File: config.mk
export PLATFORM = sky130hd
export DESIGN_NAME = clk_div_prog
export DESIGN_NICKNAME = d
export VERILOG_FILES = /design/src/rtl/clk_div_prog.sv
export SDC_FILE = /design/constraint.sdc
export NUM_CORES = 1
export LEC_CHECK = 0
export CAP_MARGIN = 40
export CORE_UTILIZATION = 28
export CTS_CLUSTER_SIZE = 16
export DETAILED_ROUTE_END_ITERATION = 12
export HOLD_SLACK_MARGIN = 0.12
export PLACE_DENSITY = 0.44
export SLEW_MARGIN = 20
export SYNTH_ARGS = -nofsm -noshare
export SYNTH_HDL_FRONTEND = slang
export SYNTH_SLANG_ARGS = --single-unit
File: constraint.sdc
create_clock -name clock_in -period 3.1 [get_ports clock_in]
set_input_delay 0.62 -clock clock_in [delete_from_list [all_inputs] [get_ports clock_in]]
set_output_delay 0.62 -clock clock_in [all_outputs]
set_load 0.02 [all_outputs]
File: src/rtl/clk_div_prog.sv
// Programmable clock divider with shadowed period/duty and sync restart.
// Optional period counter enabled by defining CLK_DIV_PERIOD_CNT_EN.
module clk_div_prog #(
    parameter int WIDTH       = 28,
    parameter int DEFAULT_DIV = 100000000
) (
    input  logic             clock_in,
    input  logic             reset_n,
    input  logic             enable,
    input  logic             sync_clr,
    input  logic             load,
    input  logic [WIDTH-1:0] div_in,
    input  logic [WIDTH-1:0] duty_in,
    output logic             clk_out,
    output logic             tick,
    output logic             pending,
    output logic             cfg_err,
    output logic [15:0]      period_cnt
);

    localparam logic [WIDTH-1:0] DEF_D = WIDTH'(DEFAULT_DIV);
    localparam logic [WIDTH-1:0] DEF_H = WIDTH'(DEFAULT_DIV / 2);
    localparam logic [WIDTH-1:0] ONE   = WIDTH'(1);
    localparam logic [WIDTH-1:0] TWO   = WIDTH'(2);

    logic [WIDTH-1:0] cnt_q, cnt_d;
    logic [WIDTH-1:0] d_act_q, d_act_d;
    logic [WIDTH-1:0] h_act_q, h_act_d;
    logic [WIDTH-1:0] d_sh_q, d_sh_d;
    logic [WIDTH-1:0] h_sh_q, h_sh_d;
    logic             pend_q, pend_d;
    logic             err_q, err_d;
    logic             clk_q, clk_d;
    logic             tick_q, tick_d;

    logic load_ok;
    logic last;
    logic wrap_en;
    logic apply;

    // Decode the events that drive this cycle's update.
    always_comb begin
        load_ok = load && (div_in >= TWO);
        last    = (cnt_q == (d_act_q - ONE));
        wrap_en = !sync_clr && enable && last;
        apply   = pend_q && (sync_clr || wrap_en);
    end

    // Period counter, divided clock and wrap pulse.
    always_comb begin
        cnt_d  = cnt_q;
        clk_d  = clk_q;
        tick_d = 1'b0;
        if (sync_clr) begin
            cnt_d = '0;
            clk_d = 1'b0;
        end else if (enable) begin
            cnt_d  = last ? '0 : (cnt_q + ONE);
            clk_d  = (cnt_q < h_act_q);
            tick_d = last;
        end
    end

    // Active setting takes the shadow value at a boundary.
    always_comb begin
        d_act_d = d_act_q;
        h_act_d = h_act_q;
        if (apply) begin
            d_act_d = d_sh_q;
            h_act_d = h_sh_q;
        end
    end

    // Shadow capture, pending flag and sticky load error.
    always_comb begin
        d_sh_d = d_sh_q;
        h_sh_d = h_sh_q;
        pend_d = pend_q;
        err_d  = err_q;
        if (apply) begin
            pend_d = 1'b0;
        end
        if (load_ok) begin
            d_sh_d = div_in;
            h_sh_d = duty_in;
            pend_d = 1'b1;
            err_d  = 1'b0;
        end else if (load) begin
            err_d = 1'b1;
        end
    end

    // State registers with asynchronous active-low reset.
    always_ff @(posedge clock_in or negedge reset_n) begin
        if (!reset_n) begin
            cnt_q   <= '0;
            d_act_q <= DEF_D;
            h_act_q <= DEF_H;
            d_sh_q  <= DEF_D;
            h_sh_q  <= DEF_H;
            pend_q  <= 1'b0;
            err_q   <= 1'b0;
            clk_q   <= 1'b0;
            tick_q  <= 1'b0;
        end else begin
            cnt_q   <= cnt_d;
            d_act_q <= d_act_d;
            h_act_q <= h_act_d;
            d_sh_q  <= d_sh_d;
            h_sh_q  <= h_sh_d;
            pend_q  <= pend_d;
            err_q   <= err_d;
            clk_q   <= clk_d;
            tick_q  <= tick_d;
        end
    end

`ifdef CLK_DIV_PERIOD_CNT_EN
    logic [15:0] pcnt_q, pcnt_d;

    // Completed-period count, cleared by a synchronous restart.
    always_comb begin
        pcnt_d = pcnt_q;
        if (sync_clr) begin
            pcnt_d = '0;
        end else if (wrap_en) begin
            pcnt_d = pcnt_q + 16'd1;
        end
    end

    // Period count register.
    always_ff @(posedge clock_in or negedge reset_n) begin
        if (!reset_n) begin
            pcnt_q <= '0;
        end else begin
            pcnt_q <= pcnt_d;
        end
    end

    assign period_cnt = pcnt_q;
`else
    assign period_cnt = 16'd0;
`endif

    assign clk_out = clk_q;
    assign tick    = tick_q;
    assign pending = pend_q;
    assign cfg_err = err_q;

endmodule

==> results of run 1 <==
==> cells by family (layout without fill, tap and decap cells) <==
kind of cell	count (synthesis)	after routing	share of synthesized area
buffers and inverters	76	183	0.0511
adders and majority gates	29	29	0.0472
and+or+nand+nor	186	186	0.130
other	1	16	0.000488
AOI/OAI and AO/OA	48	48	0.0428
DFF	144	144	0.476
xor gates and xnor gates	62	62	0.0706
muxes	111	111	0.182
==> state kept, by name, summed over array words and instances (netlist names) <==
signal / count
cnt_q: 28
d_act_q: 28
d_sh_q: 28
h_act_q: 28
h_sh_q: 28
cfg_err: 1
clk_out: 1
pending: 1
tick: 1
==> cells in the final DEF (no fill, tap or decap), types with 6 or more instances in the layout <==
cell type        instances
dfrtp_1                 96
mux2_2                  68
clkdlybuf4s50_1         63
dfstp_2                 48
mux2_4                  40
buf_4                   39
inv_1                   35
xor2_1                  34
nand2_1                 30
ha_1                    29
xnor2_1                 28
nor2_1                  26
nor3_2                  21
nand3_1                 20
clkbuf_16               18
nand4_1                 16
conb_1                  16
nor3_1                  15
nor4_1                  13
a21oi_1                 11
o21ai_0                  9
nand2b_1                 8
and2_1                   7
a21o_1                   6
==> per-layer routing <==
metal  wire (um)  track usage  vias to the layer above
li1            -            -                     2499
met4         240       0.0375                        0
met2        8990        0.234                       90
met3         659       0.0286                       18
met5           0            0                        -
met1        8210        0.171                     2617
==> worst max path at each step <==
stage                             end  slack [ns]  cells after the start
after floorplan            d_act_q[0]       -0.25                     11
after global placement    d_act_q[25]       -0.26                      9
after detailed placement  d_act_q[25]       -0.28                      9
after CTS                 d_act_q[25]       -0.30                     10
after global routing       h_act_q[8]       -0.36                     13
final                      d_act_q[1]       -0.30                     10
==> worst max-delay path, stage by stage (launching register included) <==
cell and delay [ns]:
dfrtp_1 0.38, or4_4 0.52, or3_4 0.40, or4b_4 0.50, mux2i_1 0.19, o221ai_2 0.13, nor4_4 0.31, a41oi_4 0.16
buf_12 0.20, clkbuf_16 0.18, mux2_4 0.29
==> stage by stage <==
| step | setup slack, ns | instance area (um^2) | util |
|---|---|---|---|
| 6_report | -0.299 | 9930 | 0.368 |
| 2_1_floorplan | -0.249 | 7930 | - |
| 3_5_place_dp | -0.282 | 9130 | 0.339 |
| 5_1_grt | -0.365 | 9930 | 0.368 |
| 3_3_place_gp | -0.256 | 9130 | 0.339 |
| 4_1_cts | -0.296 | 9880 | 0.367 |
==> layout make-up <==
class,count,area [um^2],share of cell area
inverter,35,131,0.0132
tap,341,427,0.0430
clock inverter,11,161,0.0163
timing repair buffer,116,1210,0.122
clock buffer,21,470,0.0474
multi-input combinational,452,3870,0.390
sequential,144,3660,0.369
==> power groups by stage <==
stage | clock [mW] | combinational [mW] | sequential [mW]
2_1_floorplan | 0 | 0.690 | 2.33
3_3_place_gp | 0 | 1.04 | 2.35
3_5_place_dp | 0 | 1.07 | 2.35
4_1_cts | 2.27 | 1.10 | 2.33
5_1_grt | 2.34 | 1.21 | 2.35
6_report | 2.21 | 1.10 | 2.32
==> repair_timing <==
| action | in CTS | in global routing |
|---|---|---|
| gates resized for setup | 10 | 4 |
| pin swaps | 7 | 1 |
| endpoints found under the setup margin | 84 | 86 |
| cloned | 2 | 1 |
| setup buffers | 2 | 0 |
==> summary.txt, run 1 <==
outcome -> finished with violations
violated checks -> negative setup slack
Mapped Cells -> 657
Slew Limit Fails -> 0
H-tree Lvls -> 4
RR Endpoint -> d_act_q[1]
Clock Skew -> 0.00840 ns
Post-CTS Hold Buffers -> 0
Core ar. -> 0.0270 mm^2
PwrDens -> 567 mW/mm^2
die height -> 168 um
Synthesis Warnings -> 0
Area Overhead vs Synth -> 29.1%
Ports -> 81
Yosys top cell area share -> 0.312
dpl cells -> 1083
critical path peak fanout -> 7
register area share after synthesis -> 0.476
DPL Wire Length -> 13100 um
synthesized flop and latch total -> 144
RSZ-0062 raised after global routing -> yes
total CTS buffers -> 17
CTS sink count -> 144
Hold WS -> 0.196 ns
fin worst setup slack -> -0.299 ns
total grt overflow -> 0
Die Wd -> 168 um
Bufs on Longest Clock Path -> 2
CP startpoint kind -> flip-flop
min cycle time layout -> 3.40 ns
total power -> 5.63 mW
Post-synth EDFFs -> 0
element type at the critical path end -> flip-flop
Reg power frac -> 0.412
Final Hold Viols -> 0
R2R Setup Slk -> -0.30 ns
vias in the first global route -> 5511
post-synth design cell area -> 0.00769 mm^2
Yosys cell types -> 52
# port buffers -> 64
Peak supply drop -> 0.310 mV
r2r worst-path depth -> 10
Initial Util -> 0.285
vias -> 5224
Worst-Skew Late Latency -> 0.42 ns
antenna violations before repair -> 0
largest cells by area after synthesis -> dfrtp_1 31%, dfstp_2 16%, mux2_2 10%
NetSw -> 1.44 mW
global-route wire length before repair -> 29700 um
largest net degree at the start of global routing -> 67
Root Buffer Master -> clkbuf_16
Fillers -> 2661
worst min path class -> in -> async
# DRC -> 0
reg2reg start -> d_act_q[5]
DR WL/cell -> 16.2 um
final wirelength -> 18100 um
internal power -> 4.19 mW
Tightest Pin Transition -> 0.618 ns
leakage power total -> 4.31 nW
Comb power frac -> 0.196
clk slew on worst S/H paths -> 0.06 ns
fin nets -> 856
drt pass-1 iters -> 4
signal arrival time at the worst endpoint -> 3.70 ns
Max Fclk -> 0.294 GHz
Final Setup Violations -> 86
share of layout cells above drive strength 1 -> 0.354
Synth area leader -> dfrtp_1
WP data required -> 3.40 ns
Max-slew headroom -> 0.588
ys flop type -> dfrtp_1
# Max-Cap Violations -> 0
Fin Setup TNS -> -18.27 ns
Post-DRT Antenna Nets -> 0
Rows -> 60
Syn Area/Cell -> 11.7 um^2
Clock power frac -> 0.392
DR vias/cell -> 4.66
CP Class -> reg -> reg
synth cell count leaders -> 96 x dfrtp_1, 68 x mux2_2, 48 x dfstp_2, 40 x mux2_4, 36 x nor3_1
Period Utilization, post-route -> 1.10
most frequent cell after synthesis -> dfrtp_1
All-Layer GR Usage -> 0.136
Die ar. -> 0.0281 mm^2
Worst Setup SP -> d_act_q[5]
CTS tree -> built
Layout Cells excl Fill -> 1120
initial DRC count -> 227
Net Sw Frac -> 0.256
Ant. Diodes -> 0
Synth async-reset ratio -> 1.00
RD Place Congestion -> 0.852
Note: power is estimated with default switching activity, not from simulation.
==> run 2, diff against run 1 <==
Settings changed: CORE_UTILIZATION 28 to 50, PLACE_DENSITY 0.44 to 0.72.
==> summary.txt, run 2 (synthesis results as in run 1) <==
utilization after layout -> 0.664 (+0.296)
H-tree Lvls -> 4 (unchanged)
# DRC -> 0 (unchanged)
Max Fclk -> 0.285 GHz (-3.2%)
signal arrival time at the worst endpoint -> 3.81 ns (+0.11 ns)
GRT Max-Usage Layer -> met2
Fillers -> 1090 (-59%)
Tightest Pin Transition -> 0.688 ns (+0.0699 ns)
min cycle time layout -> 3.51 ns (+0.113 ns)
die height -> 126 um (-25%)
met1 usage -> 0.304 (+0.133)
Cell Chain, Critical Path -> or4_4 -> or3_4 -> or4b_4 -> mux2i_2 -> o221ai_2 -> nor4_4 -> a41oi_4 -> buf_8 -> clkbuf_16 -> mux2_4
All-Layer GR Usage -> 0.238 (+0.103)
Crit-path slowest cell -> or4b_4
NetSw -> 1.48 mW (+2.5%)
Peak supply drop -> 0.474 mV (+53%)
global-route wire length before repair -> 29500 um (-0.63%)
CP Class -> reg -> reg
internal power -> 4.01 mW (-4.3%)
violated checks -> negative setup slack
PwrDens -> 560 mW/mm^2 (-1.2%)
DR WL/cell -> 18.2 um (+13%)
commonest cells after routing, fill and taps aside -> 96 x dfrtp_1, 68 x mux2_2, 63 x clkdlybuf4s50_1, 48 x dfstp_2, 47 x buf_4
initial DRC count -> 414 (+82%)
Slew Limit Fails -> 0 (unchanged)
# port buffers -> 64 (unchanged)
Core ar. -> 0.0148 mm^2 (-45%)
Bufs on Longest Clock Path -> 2 (unchanged)
Crit path largest cell delay -> 0.55 ns (+0.03 ns)
Ant. Diodes -> 0 (unchanged)
fin worst setup slack -> -0.412 ns (-0.113 ns)
RD Place Congestion -> 0.857 (+0.55%)
Max-slew headroom -> 0.542 (-0.0466)
routing usage on met2 -> 0.408 (+0.174)
clk slew on worst S/H paths -> 0.06 ns (about the same)
Ports -> 81 (unchanged)
leading cell type in the layout, fill and taps excluded -> dfrtp_1
Worst-Skew Late Latency -> 0.42 ns (about the same)
fin area -> 0.00980 mm^2 (-1.3%)
worst min path class -> in -> async
Final Hold Viols -> 0 (unchanged)
fin nets -> 865 (+1.1%)
Area Overhead vs Synth -> 27.4%
Reg power frac -> 0.424 (+0.012)
Clock Skew -> 0.00825 ns (-0.000154 ns)
total grt overflow -> 0 (unchanged)
final wirelength -> 17700 um (-2.3%)
Post-DRT Antenna Nets -> 0 (unchanged)
CP startpoint kind -> flip-flop
Rows -> 44 (-27%)
Clock power frac -> 0.367 (-0.025)
area of the multi-input gates -> 0.00389 mm^2 (+0.49%)
RSZ-0062 raised after global routing -> yes
WP data required -> 3.40 ns (about the same)
share of layout cells above drive strength 1 -> 0.365 (+0.0112)
DPL Wire Length -> 12000 um (-8.3%)
Root Buffer Master -> clkbuf_16
placed cell area -> 0.00891 mm^2 (-2.4%)
total CTS buffers -> 17 (unchanged)
Final Setup Violations -> 86 (unchanged)
Net Sw Frac -> 0.269 (+0.0133)
setup slack at placement -> -0.326 ns (-0.0442 ns)
element type at the critical path end -> flip-flop
met3 Track Usage GR -> 0.0548 (+0.0262)
DR vias/cell -> 5.46 (+17%)
Period Utilization, post-route -> 1.13 (+0.0364)
vias in the first global route -> 5787 (+5.0%)
CTS sink count -> 144 (unchanged)
vias -> 5304 (+1.5%)
outcome -> finished with violations
antenna violations before repair -> 0 (unchanged)
register area -> 0.00366 mm^2 (unchanged)
CTS tree -> built
# Max-Cap Violations -> 0 (unchanged)
Initial Util -> 0.521 (+0.236)
largest net degree at the start of global routing -> 76 (+13%)
critical path peak fanout -> 8 (+1)
Die Wd -> 126 um (-25%)
total power -> 5.49 mW (-2.5%)
drt pass-1 iters -> 5 (+1)
Die ar. -> 0.0159 mm^2 (-44%)
Comb power frac -> 0.209 (+0.013)
leakage power total -> 4.32 nW (+0.31%)
-- run 2: cell types whose count changed in the layout (fill, tap and decap cells not counted), sizes merged --
cell      previous run  this run
bufbuf               0         1
clkinvlp             1         5
inv                 35        36
buf                 52        59
bufinv               4         2
clkinv               6         5
clkbuf              22        21
-- run 2: what timing repair did --
| item | CTS | global route |
|---|---|---|
| resized for setup | 14 | 5 |
| pin swaps | 1 | 6 |
| setup endpoints to repair | 86 | 86 |
| cloned | 5 | 2 |
| hold buffers | 0 | 0 |
| buffers inserted | 5 | 2 |
-- run 2: power by group through the flow --
| stage | Sequential, mW | Clock, mW | Combinational (mW) |
|---|---|---|---|
| floorplan | 2.33 | 0 | 0.690 |
| global placement | 2.34 | 0 | 1.01 |
| detailed placement | 2.35 | 0 | 1.05 |
| CTS | 2.33 | 2.04 | 1.12 |
| global route | 2.36 | 2.14 | 1.25 |
| finish | 2.33 | 2.01 | 1.15 |
-- run 2: final cells by class --
class / count / share of cell area
flip-flops and latches: 144 / 0.374
repair buffers: 125 / 0.133
well taps: 184 / 0.0235
inverters: 35 / 0.0134
clock inverters: 13 / 0.0142
multi-input cells: 452 / 0.397
clock buffers: 19 / 0.0452
-- run 2: worst max-delay path, delay by kind of cell (launching register included) --
kind            cells  cell delay, ns
simple gates        4            1.82
mux                 2            0.50
flops               1            0.39
buf+inv             2            0.38
compound gates      2            0.31
-- run 2: metrics by stage --
step | hold slack, ns | TNS (ns) | cells
2_1_floorplan | 0.324 | -11.85 | 672
3_3_place_gp | 0.461 | -17.90 | 926
3_5_place_dp | 0.471 | -21.03 | 926
4_1_cts | 0.240 | -17.17 | 968
5_1_grt | 0.266 | -39.53 | 972
6_report | 0.216 | -28.82 | 972
-- run 2: layer usage --
metal	vias to the layer above	wire length, um
met4	0	232
met3	19	852
met2	107	8780
met5	-	0
met1	2655	7810
li1	2523	-
-- run 2: path summary, 6_finish.rpt --
check	start	endpoint	slack (ns)	depth (start not counted)
worst max-delay path	d_act_q[5]	d_act_q[6]	-0.41	10
worst min-delay path	reset_n	d_sh_q[19]	0.22	1
worst max register to register	d_act_q[5]	d_act_q[6]	-0.41	10
worst min register to register	cfg_err	cfg_err	0.48	1
max in group asynchronous	reset_n	h_act_q[14]	2.04	2
min in group clock_in	cfg_err	cfg_err	0.48	1
